File: src/rtl/led_matrix_pwm_scan.sv
// rtl/led_matrix_pwm_scan.sv - row-scanned PWM driver for an LED matrix with double-buffered frame store
// Pixel word: [BW] blink flag, [BW-1:0] brightness; top PWM step is a dark guard step.
module led_matrix_pwm_scan #(
  parameter int ROWS     = 4,
  parameter int COLS     = 4,
  parameter int BW       = 4,
  parameter int PRESCALE = 16,
  parameter int BLINK_W  = 23,
  localparam int ADDR_W  = $clog2(ROWS * COLS)
) (
  input  logic              clk,
  input  logic              resetn,
  input  logic              en,
  input  logic              wr_en,
  input  logic [ADDR_W-1:0] wr_addr,
  input  logic [BW:0]       wr_data,
  input  logic              swap_req,
  output logic              swap_pending,
  output logic [ROWS-1:0]   aled,
  output logic [COLS-1:0]   kled_oe,
  output logic              frame_strobe
);

  localparam int NPIX  = ROWS * COLS;
  localparam int PRE_W = (PRESCALE > 1) ? $clog2(PRESCALE) : 1;
  localparam int ROW_W = $clog2(ROWS);
  localparam logic [PRE_W-1:0]  PRE_MAX = PRE_W'(PRESCALE - 1);
  localparam logic [ROW_W-1:0]  ROW_MAX = ROW_W'(ROWS - 1);
  localparam logic [BW-1:0]     PWM_MAX = '1;
  localparam logic [ADDR_W:0]   NPIX_V  = (ADDR_W + 1)'(NPIX);

  logic [PRE_W-1:0]   pre_cnt;
  logic [BW-1:0]      pwm_cnt;
  logic [ROW_W-1:0]   row_idx;
  logic [BLINK_W-1:0] blink_cnt;
  logic               blink_phase;
  logic               front_sel;
  logic [BW:0]        mem [2][NPIX];

  logic            tick;
  logic            row_end;
  logic            boundary;
  logic [COLS-1:0] lit;

  assign tick     = en && (pre_cnt == PRE_MAX);
  assign row_end  = tick && (pwm_cnt == PWM_MAX);
  assign boundary = row_end && (row_idx == ROW_MAX);

  // Per-column lit decision from the front buffer row currently being scanned.
  for (genvar c = 0; c < COLS; c++) begin : g_col
    logic [ADDR_W-1:0] idx;
    logic [BW:0]       pix;
    assign idx    = ADDR_W'(row_idx * COLS + c);
    assign pix    = mem[front_sel][idx];
    assign lit[c] = en && (pix[BW-1:0] > pwm_cnt) && !(pix[BW] && blink_phase);
  end

  always_ff @(posedge clk or negedge resetn) begin
    if (!resetn) begin
      pre_cnt      <= '0;
      pwm_cnt      <= '0;
      row_idx      <= '0;
      blink_cnt    <= '0;
      blink_phase  <= 1'b0;
      front_sel    <= 1'b0;
      swap_pending <= 1'b0;
      aled         <= '0;
      kled_oe      <= '0;
      frame_strobe <= 1'b0;
      for (int b = 0; b < 2; b++)
        for (int i = 0; i < NPIX; i++)
          mem[b][i] <= '0;
    end else begin
      if (en) begin
        pre_cnt   <= tick ? '0 : pre_cnt + 1'b1;
        blink_cnt <= blink_cnt + 1'b1;
        if (blink_cnt == '1)
          blink_phase <= ~blink_phase;
        if (tick)
          pwm_cnt <= pwm_cnt + 1'b1;
        if (row_end)
          row_idx <= (row_idx == ROW_MAX) ? '0 : row_idx + 1'b1;
      end

      // A request arriving in the boundary cycle is served immediately.
      if (boundary && (swap_pending || swap_req)) begin
        front_sel    <= ~front_sel;
        swap_pending <= 1'b0;
      end else if (swap_req) begin
        swap_pending <= 1'b1;
      end

      if (wr_en && ({1'b0, wr_addr} < NPIX_V))
        mem[~front_sel][wr_addr] <= wr_data;

      aled         <= en ? ({{(ROWS-1){1'b0}}, 1'b1} << row_idx) : '0;
      kled_oe      <= lit;
      frame_strobe <= boundary;
    end
  end

endmodule

File: config.mk
export PLATFORM = sky130hd
export DESIGN_NAME = led_matrix_pwm_scan
export DESIGN_NICKNAME = d
export VERILOG_FILES = /design/src/rtl/led_matrix_pwm_scan.sv
export SDC_FILE = /design/constraint.sdc
export NUM_CORES = 1
export LEC_CHECK = 0
export ABC_AREA = 1
export CORE_ASPECT_RATIO = 1.5
export CORE_UTILIZATION = 40
export CTS_CLUSTER_SIZE = 16
export DETAILED_ROUTE_END_ITERATION = 10
export SYNTH_ARGS = -nofsm -noshare
export SYNTH_HDL_FRONTEND = slang
export SYNTH_SLANG_ARGS = --single-unit
export TNS_END_PERCENT = 5
File: constraint.sdc
create_clock -name clk -period 5.6 [get_ports clk]
set_clock_uncertainty 0.15 [all_clocks]
set_input_delay 1.12 -clock clk [delete_from_list [all_inputs] [get_ports clk]]
set_output_delay 1.12 -clock clk [all_outputs]
set_load 0.005 [all_outputs]
==> reports/metrics.cfg <==
[run_status]
status = finished, final reports clean

[critical_path]
critPathMaxFanout = 47
start_kind = register
cp.required_ps = 5880
cp_slowest_cell = inv_1
crit_arrival_ps = 3420
cp-end-kind = register
crit_chain = buf_4 -> inv_1 -> buf_4 -> o21ai_0 -> o22ai_1 -> nand2_1 -> nand2_1 -> ha_1 -> inv_1 -> o21bai_1 -> nand3_1 -> a21oi_1 -> nand2_1 -> inv_1
timing.setup.critical_path_class = register to register
cpPeakStageDelay_ps = 470

[detailed_routing]
antenna_left = 0
viasPerCell = 5.11
via_count = 7702
drc = 0
drtIter0Drc = 455
wl_per_cell_um = 15.8
wl_mm = 23.9
firstDrtPassIters = 7

[cts]
hold_buffers = 0
clockBufferDepth = 3
clkSlewWorstSetupHoldPaths_ps = 60
postCtsSetupBuffers = 0
ctsResizeCount = 0
ctsRootBufferMaster = clkbuf_16
insertion_delay_ps = 490
cts.sinks = 205
htree_levels = 1
cts_tree = done
numCtsBuffers = 21

[floorplanning]
rows = 69
die_w_um = 129
dieHeight_um = 192
die-area_mm2 = 0.0248
start_util_pct = 40.7
core_area_mm2 = 0.0237
io-pin-count = 24

[sta]
drv_slew = 0
period_share_pct = 56.1
rsz0062_at_grt = no
timing.fmax_mhz = 319
finalHoldViolCount = 0
layout_min_cycle_time_ps = 3140
setup_viol = 0
relSlewSlack_pct = 28.0
worst_slew_pin_slew_ps = 1080
tns_ps = 0

[final_layout]
drive_gt1_share_pct = 6.15
multi_input_area_mm2 = 0.00407
seq_area_mm2 = 0.00513
fin_cells = 1506
n_antenna_cell = 0
final_nets = 1212
syn_to_final_growth_pct = 12.1
fill_cells = 2360

[yosys]
ys_warn_count = 0
synthTopCellsByCount = nand2_1 (332), o21ai_0 (228), dfrtp_1 (205)
ys.flop_type = dfrtp_1
synthArstFlopShare_pct = 100
synthMostInstantiatedCell = nand2_1
yosysSeqAreaShare_pct = 53.0
syn_nets = 1206
synth_area_per_cell_um2 = 8.27
synthCells = 1169
syn_area_mm2 = 0.00967
synth_top_area_share_pct = 53.0
ys_ff_latch = 205
ys_types = 29
synth_top_cell_by_area = dfrtp_1
synth_edf_count = 0
netlist_top_cells_area = dfrtp_1 (53%), nand2_1 (13%), o21ai_0 (12%), nor2_1 (4.3%), ha_1 (3.0%)

[grt]
grt_use_total_pct = 20.2
grt_pass1_wl_mm = 39.4
overflow = 0
grt_pass1_vias = 7543
antenna_found_initial = 0
grt_max_degree = 106

[placement]
gp_congestion = 0.784
numPortBuffers = 23
dp_hpwl_mm = 15.1
dp.cells = 1471

[run]
max-cap-violations = 0

[power_and_ir_drop]
p_switching_mw = 1.33
ir_drop_mv = 0.205
p_clk_share_pct = 32.8
power.density_mw_per_mm2 = 397
p_leak_nw = 5.07
seqPwrFrac_pct = 45.9
internal_power_mw = 2.98
netSwitchingFraction_pct = 30.8
pwr-share-comb_pct = 21.3

[worst_hold_path]
hold_class = register to register

-- stage by stage --
stage          cell area (um2)  total power [mW]  hold slack (ps)  setup WS [ps]  utilization [%]
2_1_floorplan             9670              2.63              298           3500                -
3_3_place_gp             10200              2.90              310           2160             42.8
3_5_place_dp             10200              2.93              318           2120             42.8
4_1_cts                  10800              4.35              333           2470             45.7
5_1_grt                  10800              4.58              351           2230             45.7
6_report                 10800              4.31              329           2460             45.7
-- critical path, delay by kind of cell, from the launching register on --
kind	cells	cell delay, ps
buffers and inverters	5	1400
AOI/OAI and AO/OA	4	460
and+or+nand+nor	4	360
adders and majority gates	1	330
DFF	1	320
-- path summary, 6_finish.rpt --
check	from	to	slack [ps]	depth (start not counted)
max	row_idx[0]	kled_oe[3]	2460	14
min	mem[20]	mem[20]	330	2
max reg2reg	row_idx[0]	kled_oe[3]	2460	14
min reg2reg	mem[20]	mem[20]	330	2
max in group asynchronous	resetn	mem[86]	3680	2
min in group asynchronous	resetn	mem[142]	570	1
-- registers in the layout (all words and copies together), names as in the netlist, 2 cells and up --
name and flops:
pre_cnt 4, blink_cnt 23, mem 160, row_idx 2
aled 4, kled_oe 4, pwm_cnt 4
-- cell type report --
class	count	area share, %
Tap cell	319	3.68
Timing Repair Buffer	32	2.90
Clock buffer	31	5.65
Multi-Input combinational cell	849	37.5
Sequential cell	205	47.3
Clock inverter	4	0.646
Inverter	66	2.28
-- cell usage in the layout, fill, tap and decap left out, types with 2 or more instances in the layout --
master / n
a21oi_1: 10
buf_4: 8
bufinv_16: 2
clkbuf_1: 5
clkbuf_16: 21
clkbuf_8: 6
clkdlybuf4s50_1: 22
clkinv_2: 2
dfrtp_1: 204
ha_1: 23
inv_1: 62
inv_2: 3
nand2_1: 332
nand2_2: 24
nand3_1: 35
nand4_1: 12
nor2_1: 110
nor2_2: 2
nor3_1: 2
o211ai_1: 4
o21ai_0: 228
o21ai_1: 7
o21bai_1: 3
o22ai_1: 29
or2_1: 2
xnor2_1: 9
xor2_1: 13
-- power groups by stage --
stage / clock network, mW / registers (mW) / logic [mW]
2_1_floorplan: 0 / 1.95 / 0.680
3_3_place_gp: 0 / 1.99 / 0.907
3_5_place_dp: 0 / 2.00 / 0.930
4_1_cts: 1.44 / 1.98 / 0.934
5_1_grt: 1.49 / 2.01 / 1.07
6_report: 1.42 / 1.98 / 0.918
-- layer usage --
layer | vias to the layer above | GRT usage [%] | part of all wire (%)
met5 | - | 0 | 0
met4 | 0 | 5.25 | 2.1
met3 | 34 | 2.00 | 2.8
met2 | 127 | 35.2 | 49
met1 | 3706 | 26.8 | 46
li1 | 3835 | - | -
-- logic make-up after synthesis --
logic type      share of synthesized area (%)
simple gates                             22.0
compound gates                           15.1
flops                                    53.0
fa+ha+maj                                2.98
xor+xnor                                 1.99
buf+inv                                  4.89
Power figures use the tool's default switching activity.
